### config.mk
export PLATFORM = sky130hd
export DESIGN_NAME = uart_rx
export DESIGN_NICKNAME = d
export VERILOG_FILES = /design/src/rtl/uart_rx.sv
export SDC_FILE = /design/constraint.sdc
export NUM_CORES = 1
export LEC_CHECK = 0
export CORE_ASPECT_RATIO = 1.25
export CORE_MARGIN = 4
export CORE_UTILIZATION = 53
export CTS_CLUSTER_DIAMETER = 60
export CTS_CLUSTER_SIZE = 40
export DETAILED_ROUTE_END_ITERATION = 8
export HOLD_SLACK_MARGIN = 0.05
export PLACE_DENSITY = 0.73
export SLEW_MARGIN = 20
export SYNTH_ARGS = -nofsm -noshare
export SYNTH_HDL_FRONTEND = slang
export SYNTH_SLANG_ARGS = --single-unit
### constraint.sdc
create_clock -name clk -period 4.1 [get_ports clk]
set_clock_uncertainty 0.2 [all_clocks]
set_input_delay 0.82 -clock clk [delete_from_list [all_inputs] [get_ports clk]]
set_output_delay 0.82 -clock clk [all_outputs]
set_load 0.01 [all_outputs]
### src/rtl/uart_rx.sv
// 8N1 UART receiver: 2-flop synchronizer, mid-bit sampling, one-cycle valid and
// framing-error strobes. A full bit time of idle line is required before any start is taken.
module uart_rx #(
  parameter int unsigned CLKS_PER_BIT = 4
) (
  input  logic       clk,
  input  logic       resetn,
  input  logic       rx_i,
  output logic [7:0] d_o,
  output logic       v_o,
  output logic       frame_err_o,
  output logic       busy_o
);

  localparam int unsigned TimerW = (CLKS_PER_BIT > 1) ? $clog2(CLKS_PER_BIT) : 1;
  localparam logic [TimerW-1:0] HalfBit = TimerW'((CLKS_PER_BIT - 1) / 2);
  localparam logic [TimerW-1:0] FullBit = TimerW'(CLKS_PER_BIT - 1);

  typedef enum logic [2:0] {
    StWaitIdle,
    StIdle,
    StStart,
    StData,
    StStop
  } state_e;

  logic              r_sync1;
  logic              r_sync2;
  state_e            r_state;
  logic [TimerW-1:0] r_timer;
  logic [TimerW-1:0] r_idle_cnt;
  logic [2:0]        r_bit_idx;
  logic [7:0]        r_shift;
  logic [7:0]        r_data;
  logic              r_valid;
  logic              r_ferr;
  logic              r_busy;

  state_e            w_state_d;
  logic [TimerW-1:0] w_timer_d;
  logic [TimerW-1:0] w_idle_cnt_d;
  logic [2:0]        w_bit_idx_d;
  logic [7:0]        w_shift_d;
  logic [7:0]        w_data_d;
  logic              w_valid_d;
  logic              w_ferr_d;
  logic              w_busy_d;
  logic              w_rx_s;
  logic              w_sample;

  assign w_rx_s   = r_sync2;
  assign w_sample = (r_timer == '0);

  always_ff @(posedge clk) begin
    if (!resetn) begin
      r_sync1    <= 1'b1;
      r_sync2    <= 1'b1;
      r_state    <= StWaitIdle;
      r_timer    <= '0;
      r_idle_cnt <= '0;
      r_bit_idx  <= '0;
      r_shift    <= '0;
      r_data     <= '0;
      r_valid    <= 1'b0;
      r_ferr     <= 1'b0;
      r_busy     <= 1'b0;
    end else begin
      r_sync1    <= rx_i;
      r_sync2    <= r_sync1;
      r_state    <= w_state_d;
      r_timer    <= w_timer_d;
      r_idle_cnt <= w_idle_cnt_d;
      r_bit_idx  <= w_bit_idx_d;
      r_shift    <= w_shift_d;
      r_data     <= w_data_d;
      r_valid    <= w_valid_d;
      r_ferr     <= w_ferr_d;
      r_busy     <= w_busy_d;
    end
  end

  always_comb begin
    w_state_d    = r_state;
    w_timer_d    = r_timer;
    w_idle_cnt_d = r_idle_cnt;
    w_bit_idx_d  = r_bit_idx;
    w_shift_d    = r_shift;
    w_data_d     = r_data;
    w_valid_d    = 1'b0;
    w_ferr_d     = 1'b0;
    w_busy_d     = r_busy;

    case (r_state)
      StWaitIdle: begin
        // Any low cycle restarts the idle qualification.
        if (!w_rx_s) begin
          w_idle_cnt_d = '0;
        end else if (r_idle_cnt == FullBit) begin
          w_idle_cnt_d = '0;
          w_state_d    = StIdle;
        end else begin
          w_idle_cnt_d = r_idle_cnt + 1'b1;
        end
      end
      StIdle: begin
        if (!w_rx_s) begin
          w_state_d = StStart;
          w_timer_d = HalfBit;
          w_busy_d  = 1'b1;
        end
      end
      StStart: begin
        if (!w_sample) begin
          w_timer_d = r_timer - 1'b1;
        end else if (!w_rx_s) begin
          w_state_d   = StData;
          w_timer_d   = FullBit;
          w_bit_idx_d = '0;
        end else begin
          w_state_d = StIdle;
          w_busy_d  = 1'b0;
        end
      end
      StData: begin
        if (!w_sample) begin
          w_timer_d = r_timer - 1'b1;
        end else begin
          w_shift_d[r_bit_idx] = w_rx_s;
          w_timer_d            = FullBit;
          if (r_bit_idx == 3'd7) begin
            w_state_d = StStop;
          end else begin
            w_bit_idx_d = r_bit_idx + 3'd1;
          end
        end
      end
      StStop: begin
        if (!w_sample) begin
          w_timer_d = r_timer - 1'b1;
        end else begin
          w_busy_d = 1'b0;
          if (w_rx_s) begin
            w_data_d  = r_shift;
            w_valid_d = 1'b1;
            w_state_d = StIdle;
          end else begin
            w_ferr_d     = 1'b1;
            w_idle_cnt_d = '0;
            w_state_d    = StWaitIdle;
          end
        end
      end
      default: w_state_d = StWaitIdle;
    endcase
  end

  assign d_o         = r_data;
  assign v_o         = r_valid;
  assign frame_err_o = r_ferr;
  assign busy_o      = r_busy;

endmodule

==> results by group <==
Status
  – Status: finished, final reports clean

Placed design
  – Final Wtd Congestion: 0.8315
  – DP Area: 1590 µm²
  – PortBufs: 13
  – Detailed placement HPWL: 1941 µm
  – Inst Count DP: 191
  – Pre-CTS setup slack: 1379 ps

Cells and area
  – Area delta synth->final: 10.48%
  – Reg area: between 600 and 700 µm²
  – Final #Nets: 172
  – Fillers: 238
  – Commonest non-fill, non-tap cells in the layout: dfxtp_1, nand2_1, nor2b_1, clkdlybuf4s50_1, nor2_1
  – N_diodes: 0
  – Most common cell after layout, fill and taps aside: dfxtp_1
  – Design Area, Final: roughly 1600 µm²
  – Finished Layout Cells: 199
  – Share of layout cells above drive strength 1: 15.15%
  – Multi-input logic area: 778.2 µm²

Routing
  – Vias: 1088
  – Remaining DRCs: 0
  – Drt first pass iters: 3
  – DR vias/cell: 5.467
  – Avg WL per Cell: 13.60 µm
  – Final wirelength: 2706 µm
  – Initial DRC count: 36
  – Remaining antenna violation count: 0

STA
  – Worst-Margin Slew: approximately 580 ps
  – Max-slew violations: 0
  – Final setup fails: 0
  – Setup ws final: 1828 ps
  – Setup_tns: 0 ps
  – Final period utilization: between 50% and 60%
  – Fin crit period: 2272 ps
  – Max frequency: roughly 440 MHz
  – Final hold violations: 0
  – RSZ-0062 raised after global routing: false
  – Max_slew headroom: 61.35%

Min path
  – Hold endpoint: r_sync2
  – Worst Hold Class: flop to flop
  – Hold path depth: 1
  – Worst hold path startpoint: r_sync1

Logic synthesis
  – Top post-synthesis cells by area: dfxtp_1, mux2i_1, o221a_2
  – Synthesis Warnings: 0
  – Synth cell types: 39
  – Adder-Cell Fraction of Synth Area: roughly 4.2%
  – Post-synth top flop: dfxtp_1
  – Xor/xnor share of the synthesized area: 0.5917%
  – Post-synth EDFFs: 0
  – Compound-gate portion of the synthesized area: between 10% and 20%
  – Synth Cell Area: 1480 µm²
  – Top-area cell type share of the netlist area: 41.93%
  – Post-synthesis simple-gate area fraction: approximately 25%
  – Seq cells post-synth: 31
  – Syn Inst Count: 154
  – Largest family of logic cells by synthesized area: simple AND/OR/NAND/NOR gates
  – Syn Area/Cell: 9.611 µm²
  – Leading area contributor after synthesis: dfxtp_1
  – Mux share of post-synthesis cell area: slightly below 7%
  – Sequential cell area fraction in the yosys report: 41.93%
  – Async set-reset flop share out of synthesis: 0%
  – Syn_nets: 162

Global routing
  – Largest net degree at the start of global routing: 36
  – Global-route usage over all layers: 16.66%
  – Antenna violations before repair: 0
  – Vias in the first global route: 1108
  – First-pass GRT wire length: 4795 µm
  – Gr ovfl total: 0

Power and ir drop
  – Leakage: 0.6112 nW
  – Maximum vdd drop: between 0.0002 and 0.00025 V
  – Power per cell area: 308.3 nW/µm²

Worst setup path
  – Worst path slowest cell: clkdlybuf4s50_1
  – Crit Path Max Fanout: 3
  – Crit-path cells: clkdlybuf4s50_1
  – WS Path Type: flop to primary output
  – CP max stage delay: 560 ps
  – Reg2reg path depth: 6
  – RR Startpoint: r_timer[0]
  – Critical Path Sink Type: primary output
  – Buf+Inv Stages, Crit Path: 1
  – RR Endpoint: d_o[5]
  – Worst Path Arrival: 1250 ps
  – Cell family with most CP delay: buffers and inverters
  – Critical Path RT: 3080 ps
  – Critical path launch point type: flop
  – Worst R2R Setup Slack: 2120 ps

Die
  – # IOs: 14
  – Die width: about 55 µm
  – Die Span Y: about 67 µm
  – Core area: around 2700 µm²
  – Starting Density: 55.23%
  – Die area: 3707 µm²
  – Standard-cell row count: 21

CTS
  – Setup Buffers After CTS: 0
  – # H-tree levels: 2
  – Post-CTS Hold Fix Bufs: 0
  – Post_cts resized: 0
  – CTS tree: yes
  – Clock sink count: 31
  – Clock tree buffer depth: 2
  – CTS Buf Count: 5
  – Clock-pin slew on the worst setup and hold paths: 90 ps
  – Clock insertion delay at the later pin of the skew report: between 300 and 400 ps
  – Root buffer cell: clkbuf_4

Run
  – Max-Cap Viols: 0
==> final cells by class <==
cell class                      count  area share [%]
Clock buffer                        7           2.754
Inverter                            5           1.148
Multi-Input combinational cell    108           47.59
Timing Repair Buffer               13           7.651
Tap cell                           34           2.601
Sequential cell                    31           37.95
Clock inverter                      1          0.3060
==> cell families (layout without fill, tap and decap cells) <==
group,count (synthesis),count (layout)
mux,10,10
flops,31,31
compound gates,27,27
simple gates,65,65
fa+ha+maj,5,5
xor+xnor,1,1
buf+inv,15,26
==> where the power goes <==
group          switching (W)  internal (W)  total (W)
combinational      0.0000140     0.0000142  0.0000282
clock              0.0000966     0.0000667   0.000163
sequential        0.00000663      0.000306   0.000313
total               0.000117      0.000387   0.000504
==> how the worst max path moves through the flow <==
stage	from	endpoint	slack (ps)	cells past startpoint
final	busy_o	busy_o	1830	1
after global routing	busy_o	busy_o	1780	1
after CTS	resetn	r_timer[1]	1720	4
after detailed placement	resetn	r_timer[1]	1380	4
after global placement	resetn	r_timer[1]	1470	4
after floorplan	resetn	r_shift[0]	2320	3
==> synth_stat cells, types with 2 or more instances <==
| cell | instances |
|---|---|
| a21boi_0 | 2 |
| and2b_2 | 2 |
| buf_2 | 2 |
| buf_4 | 2 |
| buf_6 | 2 |
| clkbuf_1 | 4 |
| dfxtp_1 | 31 |
| ha_1 | 5 |
| inv_1 | 5 |
| mux2i_1 | 10 |
| nand2_1 | 13 |
| nand2b_1 | 7 |
| nand3_1 | 4 |
| nand4b_1 | 2 |
| nor2_1 | 11 |
| nor2b_1 | 12 |
| nor3_1 | 3 |
| o211ai_1 | 2 |
| o21a_1 | 2 |
| o21ai_0 | 4 |
| o221a_2 | 8 |
| o22ai_1 | 3 |
| or2_2 | 2 |
==> state kept, by name, summed over array words and instances, names as in the netlist <==
signal       cells
busy_o           1
d_o              8
frame_err_o      1
r_bit_idx        3
r_idle_cnt       2
r_shift          8
r_state          3
r_sync1          1
r_sync2          1
r_timer          2
v_o              1
==> metrics by stage <==
step,power (W),utilization [%],hold slack [ps]
after floorplan,0.0003443,-,186.3
after global placement,0.0003471,59.34,192.4
after detailed placement,0.0003488,59.34,198.4
after CTS,0.0005127,61.20,220.8
after global routing,0.0005269,61.02,238.7
final,0.0005042,61.02,215.5
==> metal layers <==
layer	track usage, %	part of all wire, %	vias up
li1	-	-	565
met1	17.83	43	500
met2	29.14	51	16
met3	5.233	4.0	7
met4	9.119	2.0	0
met5	0	0	-
Note: power is estimated with default switching activity, not from simulation.
==> RTL edit, RTL diff (same flow settings) <==
`CLKS_PER_BIT`: 4 -> 2.
--- a/src/rtl/uart_rx.sv
+++ b/src/rtl/uart_rx.sv
@@ -1,7 +1,7 @@
 // 8N1 UART receiver: 2-flop synchronizer, mid-bit sampling, one-cycle valid and
 // framing-error strobes. A full bit time of idle line is required before any start is taken.
 module uart_rx #(
-  parameter int unsigned CLKS_PER_BIT = 4
+  parameter int unsigned CLKS_PER_BIT = 2
 ) (
   input  logic       clk,
   input  logic       resetn,
Function: changed (a bounded check fails within 4 cycles, from zero or initial values and one cycle with resetn low).
==> RTL edit against the unedited design <==
Synthesized area down 8.9%. Fmax is 1.9% higher. Total power grew 11%. Count of clock-buffer cells in the layout unchanged. Wire length decreased by 7.9%. Via count is 2.0% lower. Cell area fell by 7.0%. Global-route usage rose by 1.4 points. Final cell count fell by 4.0%. Worst setup slack better by 0.043 ns. Clock power is 20% higher. Sequential cell count shrank 2.
==> RTL edit: results (changes against the unedited design) <==
Synth
  • Most frequent cells after synthesis: 29 x dfxtp_1, 21 x nor2_1, 13 x a21oi_1, 12 x mux2i_1
  • Net Count, Synth: 152 (-6.2%)
  • Total number of yosys warnings: 0 (unchanged)
  • Distinct cell type count after synthesis: 38 (-2.6%)
  • Asr flop ratio synth: 0% (unchanged)
  • Synth Area per Inst: 9.18 sq um (-4.5%)
  • Sequential share of the synthesized area: 43.0% (+1.1 points)
  • Top FF cell, synth: dfxtp_1
  • Area contributors post-synth: dfxtp_1 43%, mux2i_1 8.9%, nor2_1 5.8%

Hold path
  • Type of the tightest min-delay check: flip-flop to flip-flop

Placed design
  • Gpl congestion: 0.873 (+5.0%)
  • DP Wirelength: 1650 um (-15%)
  • Worst slack at placement: 1.67 ns (+0.295 ns)
  • Dpl cells: 183 (-4.2%)
  • Cell Area, Placed: 1450 sq um (-8.8%)
  • Number of I/O port buffers: 13 (unchanged)

Clock tree
  • H-tree Lvls: 2 (unchanged)
  • Resized Gates After CTS: 0 (unchanged)
  • CTS Hold Bufs: 0 (unchanged)
  • CTS tree: done
  • Num CTS Buffers: 5 (unchanged)
  • Clock Pin Slew Worst Setup and Hold Paths: 0.09 ns (about the same)
  • Clock latency at the later pin of the worst-skew pair: 0.33 ns (about the same)
  • Max clock buf depth: 2 (unchanged)
  • Clock root cell: clkbuf_4
  • Post CTS Setup Buffer Count: 0 (unchanged)

Drt
  • Pre-antenna DRT Iters: 4 (+1)
  • DRT Wirelength: 2490 um (-7.9%)
  • Iter 0 DRT Violations: 16 (-56%)
  • Average wire per standard cell: 13.0 um (-4.1%)
  • Vias: 1066 (-2.0%)

Worst setup path
  • CP peak stage delay: 0.54 ns (-0.02 ns)
  • Max Fanout on Critical Path: 2 (-1)
  • Largest delay contributor family on the critical path: buffers and inverters
  • CP max stage cell: clkdlybuf4s50_1
  • Arr. time, crit path: 1.21 ns (-0.04 ns)

Power
  • Worst-case vdd ir drop: 0.000235 V (+4.8%)
  • Switching pwr: 142 uW (+21%)
  • Leak pwr: 0.651 nW (+6.5%)

Cells and area
  • Layout cells sized above 1: 11.4% (-3.8 points)
  • # fillers: 218 (-8.4%)
  • # nets final: 162 (-5.8%)
  • # diodes: 0 (unchanged)
  • Seq. cell area: 581 sq um (-6.5%)

Run status
  • Status: finished, final reports clean

GRT
  • Vias in the first global route: 996 (-10%)
  • First-pass GRT wire length: 4490 um (-6.5%)
  • GRT Total Usage: 18.1% (+1.4 points)
  • Initial antenna violation count: 0 (unchanged)
  • Largest net degree at the start of global routing: 23 (-36%)

Timing
  • Measured slew at the worst slew-check pin: 0.640 ns (+0.0606 ns)
[RTL edit: cell types whose count changed after synthesis, moves of 4 or more]
cell | unedited run | this run
nand2_1 | 13 | 4
o221a_2 | 8 | 1
nand2b_1 | 7 | 3
o21ai_1 | 0 | 4
nor2b_1 | 12 | 3
nor2_1 | 11 | 21
a21oi_1 | 0 | 13
[RTL edit: layer usage]
metal | part of all wire [%] | GRT usage, % | up-vias
met5 | 0 | 0 | -
met3 | 5.5 | 6.29 | 8
met1 | 41 | 21.5 | 501
met2 | 51 | 28.0 | 26
met4 | 2.6 | 9.58 | 0
li1 | - | - | 531
[RTL edit: cells by family (layout without fill, tap and decap cells)]
| family | after synthesis | in the layout | synth area share, % |
|---|---|---|---|
| buffers and inverters | 17 | 28 | 7.14 |
| AND/OR/NAND/NOR | 55 | 55 | 24.2 |
| multiplexers | 12 | 12 | 8.91 |
| AO/OA/AOI/OAI | 31 | 31 | 14.2 |
| adder cells (fa/ha/maj) | 2 | 2 | 1.85 |
| XOR/XNOR | 1 | 1 | 0.649 |
| flip-flops | 29 | 29 | 43.0 |
[RTL edit: path summary, 6_finish.rpt]
| kind | startpoint | to | slack, ns | cells after the start |
|---|---|---|---|---|
| worst min register to register | r_sync1 | r_sync2 | 0.23 | 1 |
| worst min-delay path | r_sync1 | r_sync2 | 0.23 | 1 |
| worst max register to register | r_state[2] | d_o[6] | 2.02 | 4 |
| worst max-delay path | d_o[2] | d_o[2] | 1.87 | 1 |
[RTL edit: area by class of cell]
class	count	area share, %
clock buffer	7	4.28
clock inverter	1	0.329
inverter	7	1.73
multi-input combinational	101	44.2
sequential	29	38.2
tap	33	2.72
timing repair buffer	13	8.56
[RTL edit: power groups by stage]
stage / logic, mW / registers [mW] / clock network (mW)
2_1_floorplan: 0.0689 / 0.300 / 0
3_3_place_gp: 0.0539 / 0.314 / 0
3_5_place_dp: 0.0542 / 0.314 / 0
4_1_cts: 0.0559 / 0.309 / 0.205
5_1_grt: 0.0612 / 0.311 / 0.221
6_report: 0.0559 / 0.308 / 0.196
